[src/rtl/multicycle_controller.sv]
// Multicycle MIPS-subset control unit.
//
// Sequences each instruction through FETCH/DECODE and an opcode-specific
// execute path, producing datapath controls as combinational functions of
// the current state and the instruction fields.
//
// Ports:
//   clk        - clock, all state changes on rising edge
//   rst_n      - asynchronous active-low reset
//   Op, Funct  - opcode and R-type function field from the instruction register
//   Zero       - ALU zero flag, used for beq/bne
//   MemReady   - memory access completes this cycle
//   IorD, MemRead, MemWrite, IRWrite, RegDst, MemToReg, RegWrite,
//   AluSrcA, PCEn, ExtOp        - single-bit datapath controls
//   AluSrcB    - 00 B, 01 const 4, 10 ext imm, 11 ext imm << 2
//   PCSrc      - 00 ALU result, 01 ALUOut, 10 jump target
//   AluCtl     - 010 add, 110 sub, 000 and, 001 or, 111 slt
//   IllegalOp  - one-cycle pulse when DECODE sees an unsupported opcode
//   State      - current state code, for debug
module multicycle_controller (
  input  logic       clk,
  input  logic       rst_n,
  input  logic [5:0] Op,
  input  logic [5:0] Funct,
  input  logic       Zero,
  input  logic       MemReady,
  output logic       IorD,
  output logic       MemRead,
  output logic       MemWrite,
  output logic       IRWrite,
  output logic       RegDst,
  output logic       MemToReg,
  output logic       RegWrite,
  output logic       AluSrcA,
  output logic       PCEn,
  output logic       ExtOp,
  output logic [1:0] AluSrcB,
  output logic [1:0] PCSrc,
  output logic [2:0] AluCtl,
  output logic       IllegalOp,
  output logic [3:0] State
);

  typedef enum logic [3:0] {
    FETCH  = 4'd0,
    DECODE = 4'd1,
    MEMADR = 4'd2,
    MEMRD  = 4'd3,
    MEMWB  = 4'd4,
    MEMWR  = 4'd5,
    EXEC   = 4'd6,
    ALUWB  = 4'd7,
    BRANCH = 4'd8,
    IMMEX  = 4'd9,
    IMMWB  = 4'd10,
    JUMP   = 4'd11
  } state_t;

  localparam logic [5:0] OP_RTYPE = 6'b000000;
  localparam logic [5:0] OP_J     = 6'b000010;
  localparam logic [5:0] OP_BEQ   = 6'b000100;
  localparam logic [5:0] OP_BNE   = 6'b000101;
  localparam logic [5:0] OP_ADDI  = 6'b001000;
  localparam logic [5:0] OP_ANDI  = 6'b001100;
  localparam logic [5:0] OP_ORI   = 6'b001101;
  localparam logic [5:0] OP_LW    = 6'b100011;
  localparam logic [5:0] OP_SW    = 6'b101011;

  localparam logic [2:0] ALU_ADD = 3'b010;
  localparam logic [2:0] ALU_SUB = 3'b110;
  localparam logic [2:0] ALU_AND = 3'b000;
  localparam logic [2:0] ALU_OR  = 3'b001;
  localparam logic [2:0] ALU_SLT = 3'b111;

  state_t state;
  state_t next_state;

  // Ungated versions of the enables that must be forced low during reset.
  logic mem_read_c;
  logic mem_write_c;
  logic ir_write_c;
  logic reg_write_c;
  logic pc_en_c;
  logic illegal_c;

  always_ff @(posedge clk or negedge rst_n) begin
    if (!rst_n) begin
      state <= FETCH;
    end else begin
      state <= next_state;
    end
  end

  always_comb begin
    next_state  = FETCH;
    IorD        = 1'b0;
    mem_read_c  = 1'b0;
    mem_write_c = 1'b0;
    ir_write_c  = 1'b0;
    RegDst      = 1'b0;
    MemToReg    = 1'b0;
    reg_write_c = 1'b0;
    AluSrcA     = 1'b0;
    pc_en_c     = 1'b0;
    ExtOp       = 1'b0;
    AluSrcB     = 2'b00;
    PCSrc       = 2'b00;
    AluCtl      = ALU_ADD;
    illegal_c   = 1'b0;

    case (state)
      FETCH: begin
        mem_read_c = 1'b1;
        AluSrcB    = 2'b01;
        // PC+4 and the instruction latch only commit once memory delivers.
        if (MemReady) begin
          ir_write_c = 1'b1;
          pc_en_c    = 1'b1;
          next_state = DECODE;
        end else begin
          next_state = FETCH;
        end
      end

      DECODE: begin
        // Branch target is computed here speculatively into ALUOut.
        AluSrcB = 2'b11;
        case (Op)
          OP_LW, OP_SW:               next_state = MEMADR;
          OP_RTYPE:                   next_state = EXEC;
          OP_BEQ, OP_BNE:             next_state = BRANCH;
          OP_ADDI, OP_ANDI, OP_ORI:   next_state = IMMEX;
          OP_J:                       next_state = JUMP;
          default: begin
            next_state = FETCH;
            illegal_c  = 1'b1;
          end
        endcase
      end

      MEMADR: begin
        AluSrcA    = 1'b1;
        AluSrcB    = 2'b10;
        ExtOp      = 1'b1;
        next_state = (Op == OP_LW) ? MEMRD : MEMWR;
      end

      MEMRD: begin
        IorD       = 1'b1;
        mem_read_c = 1'b1;
        next_state = MemReady ? MEMWB : MEMRD;
      end

      MEMWB: begin
        MemToReg    = 1'b1;
        reg_write_c = 1'b1;
        next_state  = FETCH;
      end

      MEMWR: begin
        IorD        = 1'b1;
        mem_write_c = 1'b1;
        next_state  = MemReady ? FETCH : MEMWR;
      end

      EXEC: begin
        AluSrcA = 1'b1;
        case (Funct)
          6'b100000: AluCtl = ALU_ADD;
          6'b100010: AluCtl = ALU_SUB;
          6'b100100: AluCtl = ALU_AND;
          6'b100101: AluCtl = ALU_OR;
          6'b101010: AluCtl = ALU_SLT;
          default:   AluCtl = ALU_ADD;
        endcase
        next_state = ALUWB;
      end

      ALUWB: begin
        RegDst      = 1'b1;
        reg_write_c = 1'b1;
        next_state  = FETCH;
      end

      BRANCH: begin
        AluSrcA    = 1'b1;
        AluCtl     = ALU_SUB;
        PCSrc      = 2'b01;
        pc_en_c    = ((Op == OP_BEQ) && Zero) || ((Op == OP_BNE) && !Zero);
        next_state = FETCH;
      end

      IMMEX: begin
        AluSrcA = 1'b1;
        AluSrcB = 2'b10;
        // Logical immediates are zero-extended, arithmetic ones sign-extended.
        case (Op)
          OP_ANDI: AluCtl = ALU_AND;
          OP_ORI:  AluCtl = ALU_OR;
          default: begin
            AluCtl = ALU_ADD;
            ExtOp  = 1'b1;
          end
        endcase
        next_state = IMMWB;
      end

      IMMWB: begin
        reg_write_c = 1'b1;
        next_state  = FETCH;
      end

      JUMP: begin
        PCSrc      = 2'b10;
        pc_en_c    = 1'b1;
        next_state = FETCH;
      end

      default: next_state = FETCH;
    endcase
  end

  // The state register is already FETCH while rst_n is low, but FETCH would
  // still request a read; gating with rst_n makes reset kill every enable
  // combinationally, so no write can complete after rst_n falls.
  assign MemRead   = mem_read_c  & rst_n;
  assign MemWrite  = mem_write_c & rst_n;
  assign IRWrite   = ir_write_c  & rst_n;
  assign RegWrite  = reg_write_c & rst_n;
  assign PCEn      = pc_en_c     & rst_n;
  assign IllegalOp = illegal_c   & rst_n;
  assign State     = state;

endmodule

[config.mk]
export PLATFORM = sky130hd
export DESIGN_NAME = multicycle_controller
export DESIGN_NICKNAME = d
export VERILOG_FILES = /design/src/rtl/multicycle_controller.sv
export SDC_FILE = /design/constraint.sdc
export NUM_CORES = 1
export LEC_CHECK = 0
export ABC_AREA = 1
export BUFFER_PORTS_ARGS = -buffer_cell sky130_fd_sc_hd__buf_2
export CAP_MARGIN = 20
export CORE_MARGIN = 2
export CORE_UTILIZATION = 45
export DETAILED_ROUTE_END_ITERATION = 10
export GPL_ROUTABILITY_DRIVEN = 0
export PLACE_DENSITY = 0.82
export SLEW_MARGIN = 20
export SYNTH_ARGS = -nofsm -noshare
export SYNTH_HDL_FRONTEND = slang
export SYNTH_SLANG_ARGS = --single-unit
[constraint.sdc]
create_clock -name clk -period 2.5 [get_ports clk]
set_clock_uncertainty 0.05 [all_clocks]
set_input_delay 0.25 -clock clk [delete_from_list [all_inputs] [get_ports clk]]
set_output_delay 0.25 -clock clk [all_outputs]
set_load 0.02 [all_outputs]
==> reports/qor.log, run 1 <==
INFO  setup_path     worst-endpoint-arrival=1.52ns
INFO  timing         worst_slew_pin_slew=0.256ns
INFO  die            die-height=42.6um
INFO  place          pre_cts_slack=0.927ns
INFO  clock_tree     cts_post_setup_buffers_inserted=0
INFO  power_and_ir_drop post-layout-total-power=558uW
INFO  setup_path     startpoint_type=flip-flop
INFO  timing         hold_violation_count_in_the_final_report=0
INFO  timing         final-max-slew-violation-count=0
INFO  timing         layout_min_cycle_time=1.82ns
INFO  layout         n_antenna_cell=0
INFO  clock_tree     clkSlewWorstSetupHoldPaths=0.04ns
INFO  die            io_pins=38
INFO  power_and_ir_drop intPower=254uW
INFO  die            design.core.area=1350um2
INFO  layout         finish.utilization=67.1%
INFO  setup_path     timing.setup.critical_path_class=flip-flop to output port
INFO  setup_path     critical_path.reg2reg.endpoint=State[1]$_DFF_PN0_
INFO  power_and_ir_drop power_frac_clock=14.3%
INFO  clock_tree     cts_hold_buf=1
INFO  setup_path     worstSetupEndpointType=output port
INFO  layout         share_of_final_layout_standard_cells_stronger_than_drive_strength_1=39.6%
INFO  timing         achievable-frequency=550MHz
INFO  setup_path     crit_fanout=6
INFO  yosys          ys_ff_latch=4
INFO  yosys          syn_inst=123
INFO  power_and_ir_drop power_frac_seq=19.0%
INFO  setup_path     flop_to_flop_setup_slack=1.28ns
INFO  power_and_ir_drop vdd_drop_max=0.451mV
INFO  grt            grt_max_degree=9
INFO  grt            grt_usage=20.4%
INFO  place          place.port_buffers=37
INFO  clock_tree     cts_num_sinks=4
INFO  drt            drc=0
INFO  setup_path     cpLargestDelayFamily=flip-flops
INFO  layout         area_of_combinational_cells_with_multiple_inputs=468um2
INFO  timing         rsz_0062_raised_after_global_routing=false
INFO  grt            antenna_found_initial=0
INFO  run            maxCapViolations=0
INFO  die            floorplan.initialDensity=49.6%
INFO  setup_path     required_worst_endpoint=2.20ns
INFO  drt            total_routed_length=1750um
INFO  layout         layout.filler_cells=134
INFO  drt            routed_wire_length_per_instance=9.75um
INFO  clock_tree     cts_tree=built
INFO  drt            drt_first_iter_violations=26
INFO  hold_path      worstHoldPathType=input pin to async pin
INFO  layout         area_delta_synth_final=35.3%
INFO  setup_path     max_stage_delay=0.43ns
INFO  timing         final_critical_path_setup_slack=0.682ns
INFO  power_and_ir_drop comb_power_share=66.7%
INFO  setup_path     crit_start=State[0]$_DFF_PN0_
INFO  setup_path     reg2reg_from=State[3]$_DFF_PN0_
INFO  yosys          synth.yosys.seq_area_share=15.0%
INFO  layout         final_net_count=182
INFO  setup_path     worstPathBufferInverterCount=2
INFO  die            die_area=1810um2
INFO  die            fp.dieW=42.6um
INFO  timing         timing.max_slew.rel_slack=82.8%
INFO  layout         largest_register_ff_count=4
INFO  timing         holdWs=0.313ns
INFO  timing         timing.setup.tns=0ns
INFO  power_and_ir_drop power_density=616nW/um2
INFO  power_and_ir_drop switching_power=304uW
INFO  setup_path     critical-path-slowest-cell=sky130_fd_sc_hd__dfrtp_1
INFO  clock_tree     cts_root_buffer=sky130_fd_sc_hd__clkbuf_4
INFO  drt            avgViaCountPerCell=5.00
INFO  drt            drtAntennaViolNets=0
INFO  setup_path     setup.worst_path.end=AluCtl[0]
INFO  yosys          synth.cell_area=669um2
INFO  yosys          yosysWarningCount=0
INFO  die            floorplan.rows=13
INFO  grt            grt_first_pass_wirelength=2880um
INFO  timing         finalSetupViolCount=0
INFO  setup_path     crit_chain=inv_2, nand2_2, nor2_4, nand2_1, o211ai_2, buf_2
INFO  yosys          synthesis.nets=139
INFO  grt            globalRouteOverflowTotal=0
INFO  drt            drt_pre_antenna_iters=5
INFO  clock_tree     cts_repair_resize_count=0
INFO  yosys          synth_area_per_cell=5.44um2
INFO  clock_tree     tritoncts.num_buffers=3
INFO  clock_tree     clockBufferDepth=2
INFO  place          place_hpwl=1540um
INFO  setup_path     worstSetupPathDepth=6
INFO  grt            grt_pass1_vias=734
INFO  layout         ff_latch_area=100um2
INFO  yosys          yosys.cell_types.count=19
INFO  power_and_ir_drop p_leak=0.589nW
INFO  drt            num_vias=895
INFO  clock_tree     htree_num_levels=1
INFO  run_status     run_status=finished, final reports clean
INFO  power_and_ir_drop switching_share=54.5%
INFO  clock_tree     insertion_delay=0.24ns
INFO  timing         timing.final.crit_share=72.7%
INFO  setup_path     r2r.worst_path.cells=7
==> layout by cell type, fill, tap and decap left out <==
cell	count
sky130_fd_sc_hd__buf_2	37
sky130_fd_sc_hd__o21ai_1	3
sky130_fd_sc_hd__inv_1	17
sky130_fd_sc_hd__o211ai_2	1
sky130_fd_sc_hd__a21oi_1	1
sky130_fd_sc_hd__dfrtp_1	4
sky130_fd_sc_hd__nor2_2	6
sky130_fd_sc_hd__inv_2	10
sky130_fd_sc_hd__nand2_2	4
sky130_fd_sc_hd__a211oi_1	1
sky130_fd_sc_hd__nand2_1	30
sky130_fd_sc_hd__nor3b_2	1
sky130_fd_sc_hd__o21ai_0	2
sky130_fd_sc_hd__nand3_1	14
sky130_fd_sc_hd__nor2_4	3
sky130_fd_sc_hd__nand3b_1	1
sky130_fd_sc_hd__nor3_1	2
sky130_fd_sc_hd__dlygate4sd3_1	1
sky130_fd_sc_hd__clkbuf_4	3
sky130_fd_sc_hd__nor2_1	14
sky130_fd_sc_hd__nand4_1	8
sky130_fd_sc_hd__and2_1	1
==> worst min path at each step <==
stage | endpoint | slack, ns
floorplan | State[0]$_DFF_PN0_ | -0.1
global placement | State[2]$_DFF_PN0_ | 0.02
detailed placement | State[2]$_DFF_PN0_ | 0.03
CTS | State[1]$_DFF_PN0_ | 0.32
global route | State[1]$_DFF_PN0_ | 0.32
finish | State[1]$_DFF_PN0_ | 0.31
==> cell type report <==
class,count,share of cell area (%)
multi-input cells,92,51.7
repair buffers,38,21.5
clock buffers,3,2.49
flip-flops and latches,4,11.0
inverters,27,11.2
well taps,15,2.07
==> through the flow <==
stage               cells  instance area, um2
floorplan             123                 669
global placement      175                 873
detailed placement    175                 873
CTS                   179                 906
global route          179                 906
finish                179                 906
==> cell families after synthesis <==
logic type | count (synthesis) | synth area share [%]
AOI/OAI and AO/OA | 8 | 7.48
DFF | 4 | 15.0
buffers and inverters | 27 | 15.1
and+or+nand+nor | 84 | 62.4
==> Yosys cell counts, drive strengths merged <==
| master | number | area share, % |
|---|---|---|
| nand3 | 14 | 10 |
| o211ai | 1 | 1.9 |
| nand2 | 34 | 21 |
| nand3b | 1 | 1.1 |
| dfrtp | 4 | 15 |
| and2 | 1 | 0.94 |
| nor2 | 23 | 19 |
| a21oi | 1 | 0.75 |
| a211oi | 1 | 1.1 |
| nor3b | 1 | 1.9 |
| nor3 | 2 | 1.5 |
| o21ai | 5 | 3.7 |
| inv | 27 | 15 |
| nand4 | 8 | 7.5 |
==> power groups by stage <==
stage	Clock (mW)	Combinational, mW	Sequential, mW
6_report	0.0797	0.372	0.106
5_1_grt	0.0868	0.411	0.111
4_1_cts	0.0817	0.375	0.107
3_5_place_dp	0	0.372	0.107
3_3_place_gp	0	0.370	0.107
2_1_floorplan	0	0.241	0.124
==> layer usage <==
metal	vias up	share of wire [%]	track usage, %
met1	386	42	26.0
met3	0	6.5	5.17
met4	0	0	3.75
li1	476	-	-
met2	33	51	34.5
met5	-	0	0
No activity file was read; power rests on OpenSTA's default activity.
==> inputs of run 2 (changes only) <==
Settings changed: ABC_AREA 1 to 0, CORE_UTILIZATION 45 to 39, PLACE_DENSITY 0.82 to 0.75.
Clock period 2.5 ns to 1.5 ns, I/O delays scaled along.
==> run 2 against run 1 <==
Net effect:
- critical path depth unchanged
- final cell count up 5.0%
- utilization up 20 points
- largest cell class unchanged
- the flow now finishes with violations (negative setup slack)
==> reports/qor.log, run 2 <==
INFO  timing         timing.final.crit_share=119%
INFO  layout         most-common-layout-cells=sky130_fd_sc_hd__buf_4, sky130_fd_sc_hd__buf_2, sky130_fd_sc_hd__buf_6 [was sky130_fd_sc_hd__buf_2, sky130_fd_sc_hd__nand2_1, sky130_fd_sc_hd__inv_1]
INFO  setup_path     critical_path.reg2reg.endpoint=State[0]$_DFF_PN0_ [was State[1]$_DFF_PN0_]
INFO  timing         final-max-slew-violation-count=0 [unchanged]
INFO  setup_path     startpoint_type=flip-flop [unchanged]
INFO  timing         worst_slew_pin_slew=0.476ns [was 0.256 ns]
INFO  setup_path     timing.setup.critical_path_class=flip-flop to output port [unchanged]
INFO  grt            globalRouteOverflowTotal=0 [unchanged]
INFO  hold_path      timing.hold.worst.start=Op[4]
INFO  yosys          synth_largest_area_cell=sky130_fd_sc_hd__dfrtp_1 [was sky130_fd_sc_hd__nand2_1]
INFO  timing         timing.max_slew.rel_slack=68.0% [was 82.8%]
INFO  yosys          syn_inst=99 [was 123]
INFO  timing         finalSetupViolCount=19 [was 0]
INFO  layout         share_of_final_layout_standard_cells_stronger_than_drive_strength_1=63.2% [was 39.6%]
INFO  yosys          yosysWarningCount=0 [unchanged]
INFO  grt            grt_first_pass_wirelength=4680um [was 2880 um]
INFO  yosys          synth-async-reset-ratio=100% [unchanged]
INFO  die            die-height=45.6um [was 42.6 um]
INFO  die            floorplan.initialDensity=40.4% [was 49.6%]
INFO  layout         area_delta_synth_final=115% [was 35.3%]
INFO  yosys          post-synth-top-count-cell=sky130_fd_sc_hd__nor2_1 [was sky130_fd_sc_hd__nand2_1]
INFO  yosys          synth.top_cells.by_area=sky130_fd_sc_hd__dfrtp_1, sky130_fd_sc_hd__nor2_1, sky130_fd_sc_hd__nand2b_1, sky130_fd_sc_hd__nor4b_1, sky130_fd_sc_hd__nor3_1 [was sky130_fd_sc_hd__nand2_1, sky130_fd_sc_hd__dfrtp_1, sky130_fd_sc_hd__nand3_1, sky130_fd_sc_hd__inv_1, sky130_fd_sc_hd__nor2_1]
INFO  power_and_ir_drop comb_power_share=79.5% [was 66.7%]
INFO  drt            avgViaCountPerCell=6.45 [was 5.00]
INFO  setup_path     worstSetupEndpointType=output port [unchanged]
INFO  power_and_ir_drop intPower=913uW [was 254 uW]
INFO  setup_path     crit_fanout=6 [unchanged]
INFO  setup_path     crit_chain=nor2b_4, nand4b_1, buf_4, nor2b_4, or2_4, buf_6 [was inv_2, nand2_2, nor2_4, nand2_1, o211ai_2, buf_2]
INFO  setup_path     critical_path.most_common_cell=sky130_fd_sc_hd__nor2b_4
INFO  timing         rsz_0062_raised_after_global_routing=true [was false]
INFO  clock_tree     insertion_delay=0.24ns [about the same]
INFO  drt            drc=0 [unchanged]
INFO  layout         largest_register_ff_count=4 [unchanged]
INFO  timing         final_critical_path_setup_slack=-0.291ns [was 0.682 ns]
INFO  die            io_pins=38 [unchanged]
INFO  drt            drt_first_iter_violations=79 [was 26]
INFO  drt            drtAntennaViolNets=0 [unchanged]
INFO  die            floorplan.rows=15 [was 13]
INFO  power_and_ir_drop power_density=1190nW/um2 [was 616 nW/um2]
INFO  drt            routed_wire_length_per_instance=21.0um [was 9.75 um]
INFO  setup_path     max_stage_delay=0.43ns [about the same]
INFO  place          pre_cts_slack=-0.0365ns [was 0.927 ns]
INFO  timing         holdWs=0.265ns [was 0.313 ns]
INFO  power_and_ir_drop vdd_drop_max=0.771mV [was 0.451 mV]
INFO  timing         achievable-frequency=558MHz
INFO  yosys          synth_largest_type_area_fraction=14.8% [was 16.8%]
INFO  clock_tree     htree_num_levels=1 [unchanged]
INFO  setup_path     worst-endpoint-arrival=1.59ns [was 1.52 ns]
INFO  timing         hold_violation_count_in_the_final_report=0 [unchanged]
INFO  power_and_ir_drop p_leak=0.661nW [was 0.589 nW]
INFO  clock_tree     cts_num_sinks=4 [unchanged]
INFO  drt            drt_pre_antenna_iters=4 [was 5]
INFO  power_and_ir_drop power_frac_seq=11.5% [was 19.0%]
INFO  yosys          ys_ff_latch=4 [unchanged]
INFO  place          place.port_buffers=37 [unchanged]
INFO  setup_path     cpLargestDelayFamily=simple AND/OR/NAND/NOR gates [was flip-flops]
INFO  grt            antenna_found_initial=0 [unchanged]
INFO  hold_path      worstHoldPathType=input pin to flip-flop [was input pin to async pin]
INFO  setup_path     worstSetupPathDepth=6 [unchanged]
INFO  hold_path      holdPathStages=3
INFO  drt            num_vias=1,212 [was 895]
INFO  die            fp.dieW=45.6um [was 42.6 um]
INFO  yosys          yosys.cell_types.count=37 [was 19]
INFO  clock_tree     cts_tree=built [unchanged]
INFO  run_status     run_status=finished, violations left [was finished, final reports clean]
INFO  setup_path     worstPathBufferInverterCount=2 [unchanged]
INFO  yosys          synth.cell_area=674um2 [was 669 um2]
INFO  power_and_ir_drop switching_share=47.0% [was 54.5%]
INFO  clock_tree     cts_root_buffer=sky130_fd_sc_hd__clkbuf_4 [unchanged]
INFO  layout         final_net_count=188 [was 182]
INFO  yosys          synth.yosys.seq_area_share=14.8% [was 15.0%]
INFO  timing         layout_min_cycle_time=1.79ns
INFO  die            design.core.area=1670um2 [was 1350 um2]
INFO  yosys          synthesis.nets=115 [was 139]
INFO  layout         layoutNonFillerInstCount=188 [was 179]
INFO  run_status     failed_checks=negative setup slack
INFO  grt            grt_pass1_vias=1,003 [was 734]
INFO  layout         n_antenna_cell=0 [unchanged]
INFO  yosys          commonest_cells_post_synth=sky130_fd_sc_hd__nor2_1, sky130_fd_sc_hd__nand2_1, sky130_fd_sc_hd__nand2b_1 [was sky130_fd_sc_hd__nand2_1, sky130_fd_sc_hd__inv_1, sky130_fd_sc_hd__nand3_1, sky130_fd_sc_hd__nor2_1, sky130_fd_sc_hd__inv_2]
INFO  layout         layout.cells.most_common=sky130_fd_sc_hd__buf_4 [was sky130_fd_sc_hd__buf_2]
INFO  drt            total_routed_length=3950um [was 1750 um]
INFO  setup_path     critical-path-slowest-cell=sky130_fd_sc_hd__dfrtp_2 [was sky130_fd_sc_hd__dfrtp_1]
INFO  power_and_ir_drop post-layout-total-power=1.72mW [was 558 uW]
INFO  grt            grt_usage=31.0% [was 20.4%]
INFO  clock_tree     clkSlewWorstSetupHoldPaths=0.05ns [was 0.04 ns]
INFO  die            die_area=2080um2 [was 1810 um2]
INFO  power_and_ir_drop power_frac_clock=9.1% [was 14.3%]
INFO  grt            grt_max_degree=10 [was 9]
INFO  clock_tree     tritoncts.num_buffers=3 [unchanged]
INFO  hold_path      min_delay_worst_endpoint=State[1]$_DFF_PN0_
INFO  place          place_hpwl=1860um [was 1540 um]
INFO  place          place_inst=168 [was 175]
INFO  setup_path     reg2reg_from=State[1]$_DFF_PN0_ [was State[3]$_DFF_PN0_]
INFO  setup_path     r2r.worst_path.cells=5 [was 7]
INFO  power_and_ir_drop switching_power=809uW [was 304 uW]
INFO  run            maxCapViolations=0 [unchanged]
INFO  yosys          synth_area_per_cell=6.81um2 [was 5.44 um2]
INFO  yosys          postSynth.topFlopCell=sky130_fd_sc_hd__dfrtp_1 [unchanged]
INFO  yosys          synth_edf_count=0 [unchanged]
INFO  setup_path     flop_to_flop_setup_slack=-0.13ns [was 1.28 ns]
INFO  clock_tree     clockBufferDepth=2 [unchanged]
INFO  setup_path     required_worst_endpoint=1.30ns [was 2.20 ns]
-- run 2: timing repair --
action | CTS | global route
hold endpoints to repair | 4 | 0
hold buffers | 1 | 0
cloned | 0 | 0
buffers inserted | 8 | 8
gates resized for setup | 47 | 26
endpoints found under the setup margin | 16 | 21
pin swaps | 9 | 6
-- run 2: stage by stage --
| step | setup TNS (ns) | area, um2 | util, % |
|---|---|---|---|
| 2_1_floorplan | -0.500 | 711 | - |
| 6_report | -3.18 | 1450 | 87.0 |
| 4_1_cts | -1.88 | 1290 | 77.2 |
| 3_5_place_dp | -0.0639 | 1030 | 61.6 |
| 3_3_place_gp | -0.0435 | 1030 | 61.6 |
| 5_1_grt | -3.96 | 1450 | 87.0 |
-- run 2: final cells by class --
class	count	area (um2)
Timing Repair Buffer	73	558
Sequential cell	4	104
Multi-Input combinational cell	88	736
Inverter	2	7.51
Clock buffer	4	26.3
Tap cell	17	21.3
Fill cell	79	218
-- run 2: how the worst max path moves through the flow --
| stage | startpoint | endpoint | slack [ns] |
|---|---|---|---|
| 6_report | State[1]$_DFF_PN0_ | AluCtl[2] | -0.29 |
| 3_5_place_dp | State[3]$_DFF_PN0_ | AluCtl[1] | -0.04 |
| 5_1_grt | State[2]$_DFF_PN0_ | IRWrite | -0.37 |
| 3_3_place_gp | State[2]$_DFF_PN0_ | IllegalOp | -0.03 |
| 2_1_floorplan | State[2]$_DFF_PN0_ | PCEn | -0.23 |
| 4_1_cts | State[3]$_DFF_PN0_ | AluCtl[1] | -0.21 |
-- run 2: cell families (layout without fill, tap and decap cells) --
| family | after synthesis | count (layout) | synth area share (%) |
|---|---|---|---|
| AO/OA/AOI/OAI | 20 | 20 | 19.7 |
| flip-flops | 4 | 4 | 14.8 |
| buffers and inverters | 7 | 79 | 6.86 |
| multiplexers | 1 | 1 | 1.67 |
| AND/OR/NAND/NOR | 65 | 65 | 54.4 |
| XOR/XNOR | 2 | 2 | 2.60 |
-- run 2: layer usage --
layer,routed length [um],up-vias,track usage [%],part of all wire [%]
met2,1920,104,53.5,48
li1,-,514,-,-
met4,278,0,8.82,7.0
met3,383,41,3.17,9.7
met1,1370,553,40.3,35
met5,0,-,0,0
-- run 2: power by group through the flow --
| stage | clock [mW] | combinational (mW) | sequential [mW] |
|---|---|---|---|
| floorplan | 0 | 0.497 | 0.206 |
| global placement | 0 | 0.816 | 0.185 |
| detailed placement | 0 | 0.834 | 0.186 |
| CTS | 0.152 | 1.09 | 0.198 |
| global route | 0.160 | 1.42 | 0.198 |
| finish | 0.156 | 1.37 | 0.197 |
-- run 2: worst reg2reg max path, cell delays in order, from the launching register on --
cell                      delay, ns
sky130_fd_sc_hd__dfrtp_2       0.45
sky130_fd_sc_hd__buf_4         0.18
sky130_fd_sc_hd__nor2b_4       0.20
sky130_fd_sc_hd__nand2_1       0.06
sky130_fd_sc_hd__or3_1         0.32
sky130_fd_sc_hd__a31oi_1       0.24
==> inputs of run 3 (changes only) <==
Settings changed: CORE_UTILIZATION 39 to 25, PLACE_DENSITY 0.75 to unset, SETUP_SLACK_MARGIN set to 0.02.
==> run 3 against run 2 <==
Net effect:
- the run still ends with negative setup slack left
- utilization shrank 30 points
- setup slack gained 0.086 ns
- critical path depth shrank 1
- sequential share of layout area grew 0.15 points
- combinational power shrank 4%
- final cell count grew 6.9%
- critical path type unchanged
==> reports/qor.log, run 3 (same netlist as run 2, synthesis figures left out) <==
INFO  setup_path     required_worst_endpoint=1.30ns [about the same]
INFO  grt            grt_usage=17.5% [was 31.0%]
INFO  die            fp.dieW=55.9um [was 45.6 um]
INFO  setup_path     r2r.worst_path.cells=6 [was 5]
INFO  drt            routed_wire_length_per_instance=13.7um [was 21.0 um]
INFO  layout         layout.filler_cells=241 [was 79]
INFO  die            io_pins=38 [unchanged]
INFO  grt            met3_usage=1.16% [was 3.17%]
INFO  setup_path     startpoint_type=flip-flop [unchanged]
INFO  clock_tree     clkSlewWorstSetupHoldPaths=0.04ns [was 0.05 ns]
INFO  power_and_ir_drop vdd_drop_max=0.732mV [was 0.771 mV]
INFO  timing         timing.max_slew.rel_slack=74.6% [was 68.0%]
INFO  hold_path      holdPathStages=3 [unchanged]
INFO  timing         achievable-frequency=586MHz [was 558 MHz]
INFO  layout         largest_register_ff_count=4 [unchanged]
INFO  die            design.core.area=2520um2 [was 1670 um2]
INFO  grt            grt_first_pass_wirelength=4510um [was 4680 um]
INFO  layout         finish.utilization=57.1% [was 87.0%]
INFO  timing         worst_slew_pin_slew=0.378ns [was 0.476 ns]
INFO  drt            total_routed_length=2750um [was 3950 um]
INFO  die            floorplan.initialDensity=26.7% [was 40.4%]
INFO  setup_path     critical-path-slowest-cell=sky130_fd_sc_hd__dfrtp_2 [unchanged]
INFO  setup_path     worstSetupEndpointType=output port [unchanged]
INFO  timing         final-max-slew-violation-count=0 [unchanged]
INFO  drt            drt_first_iter_violations=9 [was 79]
INFO  setup_path     timing.setup.critical_path_class=flip-flop to output port [unchanged]
INFO  grt            global_route.usage.met1=21.9% [was 40.3%]
INFO  setup_path     crit_start=State[0]$_DFF_PN0_ [was State[1]$_DFF_PN0_]
INFO  clock_tree     clockBufferDepth=2 [unchanged]
INFO  timing         finalSetupViolCount=16 [was 19]
INFO  place          place.port_buffers=37 [unchanged]
INFO  drt            avgViaCountPerCell=5.22 [was 6.45]
INFO  grt            global_route.usage.met2=31.5% [was 53.5%]
INFO  layout         share_of_final_layout_standard_cells_stronger_than_drive_strength_1=63.7% [was 63.2%]
INFO  grt            antenna_found_initial=0 [unchanged]
INFO  setup_path     reg2reg_from=State[0]$_DFF_PN0_ [was State[1]$_DFF_PN0_]
INFO  place          place_inst=188 [was 168]
INFO  drt            num_vias=1,049 [was 1,212]
INFO  layout         most-common-layout-cells=sky130_fd_sc_hd__buf_4, sky130_fd_sc_hd__buf_2, sky130_fd_sc_hd__buf_6 [unchanged]
INFO  grt            globalRouteOverflowTotal=0 [unchanged]
INFO  setup_path     crit_fanout=6 [unchanged]
INFO  hold_path      worstHoldPathType=input pin to flip-flop [unchanged]
INFO  layout         layout.cells.most_common=sky130_fd_sc_hd__buf_4 [unchanged]
INFO  run            maxCapViolations=0 [unchanged]
INFO  clock_tree     tritoncts.num_buffers=3 [unchanged]
INFO  drt            drc=0 [unchanged]
INFO  timing         layout_min_cycle_time=1.71ns [was 1.79 ns]
INFO  clock_tree     cts_num_sinks=4 [unchanged]
INFO  clock_tree     htree_num_levels=1 [unchanged]
INFO  timing         final_critical_path_setup_slack=-0.206ns [was -0.291 ns]
INFO  timing         timing.setup.tns=-1.68ns [was -3.18 ns]
INFO  run_status     failed_checks=negative setup slack [unchanged]
INFO  grt            grt_max_degree=10 [unchanged]
INFO  die            die_area=3130um2 [was 2080 um2]
INFO  setup_path     critical_path.most_common_cell=sky130_fd_sc_hd__buf_6 [was sky130_fd_sc_hd__nor2b_4]
INFO  clock_tree     cts_root_buffer=sky130_fd_sc_hd__clkbuf_4 [unchanged]
INFO  clock_tree     insertion_delay=0.23ns [was 0.24 ns]
INFO  timing         rsz_0062_raised_after_global_routing=true [unchanged]
INFO  timing         holdWs=0.264ns [was 0.265 ns]
INFO  clock_tree     cts_tree=built [unchanged]
INFO  layout         n_antenna_cell=0 [unchanged]
INFO  timing         hold_violation_count_in_the_final_report=0 [unchanged]
INFO  setup_path     max_stage_delay=0.46ns [was 0.43 ns]
INFO  layout         final_net_count=189 [was 188]
INFO  drt            drtAntennaViolNets=0 [unchanged]
INFO  grt            global_routing_s_busiest_layer=met2 [unchanged]
INFO  power_and_ir_drop power_density=1140nW/um2 [was 1190 nW/um2]
INFO  layout         layoutNonFillerInstCount=201 [was 188]
INFO  die            die-height=55.9um [was 45.6 um]
INFO  setup_path     worst-endpoint-arrival=1.51ns [was 1.59 ns]
INFO  layout         area_delta_synth_final=114% [was 115%]
INFO  run_status     run_status=finished, violations left [unchanged]
INFO  drt            drt_pre_antenna_iters=4 [unchanged]
INFO  timing         timing.final.crit_share=114% [was 119%]
INFO  die            floorplan.rows=18 [was 15]
INFO  setup_path     crit_chain=buf_6, nor3_4, and3_4, o21a_2, buf_6 [was nor2b_4, nand4b_1, buf_4, nor2b_4, or2_4, buf_6]
INFO  grt            grt_pass1_vias=1,016 [was 1,003]
INFO  place          place_hpwl=2020um [was 1860 um]
INFO  power_and_ir_drop p_leak=0.647nW [was 0.661 nW]
INFO  hold_path      timing.hold.worst.start=Op[4] [unchanged]
run 3: cell types whose count changed in the layout (fill, tap and decap cells not counted), moves of 2 or more:
cell | previous run | this run
sky130_fd_sc_hd__nor2b_4 | 4 | 2
sky130_fd_sc_hd__buf_4 | 35 | 39
sky130_fd_sc_hd__nor4b_2 | 3 | 1
sky130_fd_sc_hd__nor3_2 | 3 | 1
sky130_fd_sc_hd__buf_6 | 16 | 14
sky130_fd_sc_hd__nand2_2 | 1 | 3
run 3: critical path: cells and delay by family (launching register included):
family	cells	cell delay, ns
flip-flops	1	0.46
AND/OR/NAND/NOR	2	0.44
buffers and inverters	2	0.25
AO/OA/AOI/OAI	1	0.12
run 3: area by class of cell:
class	count	area [um2]	area share, %
Clock buffer	3	22.5	1.56
Sequential cell	4	105	7.30
Timing Repair Buffer	74	561	38.9
Tap cell	30	37.5	2.61
Inverter	2	7.51	0.521
Multi-Input combinational cell	88	707	49.1
run 3: path summary, 6_finish.rpt:
kind | endpoint | slack [ns]
worst max-delay path | PCEn | -0.21
worst max register to register | State[0]$_DFF_PN0_ | -0.06
max in group asynchronous | State[3]$_DFF_PN0_ | 0.79
min in group asynchronous | State[1]$_DFF_PN0_ | 0.41
worst min register to register | State[2]$_DFF_PN0_ | 0.58
worst min-delay path | State[1]$_DFF_PN0_ | 0.26
run 3: power breakdown:
part	switching [mW]	internal, mW	total [mW]	leakage, nW
combinational	0.613	0.692	1.31	0.585
sequential	0.0626	0.139	0.201	0.0478
clock	0.0422	0.0894	0.132	0.0138
run 3: repair_timing:
| item | in CTS | in global routing |
|---|---|---|
| hold buffers | 1 | 0 |
| setup buffers | 7 | 2 |
| pin swaps | 4 | 6 |
| setup endpoints to repair | 18 | 20 |
| resized for setup | 37 | 17 |
| endpoints found under the hold margin | 4 | 0 |
run 3: stage by stage:
| stage | total power, mW | setup slack [ns] | instance area [um2] |
|---|---|---|---|
| detailed placement | 1.14 | -0.0231 | 1140 |
| CTS | 1.52 | -0.183 | 1350 |
| finish | 1.64 | -0.206 | 1440 |
| global placement | 1.12 | 0.0111 | 1140 |
| global route | 1.73 | -0.271 | 1440 |
| floorplan | 0.754 | -0.0288 | 758 |
run 3: layer usage:
metal  part of all wire [%]  vias to the layer above  routed length [um]
met5                      0                        -                   0
met1                     44                      500                1200
met3                    3.9                        2                 108
met2                     51                       31                1410
li1                       -                      516                   -
met4                   0.77                        0                  21
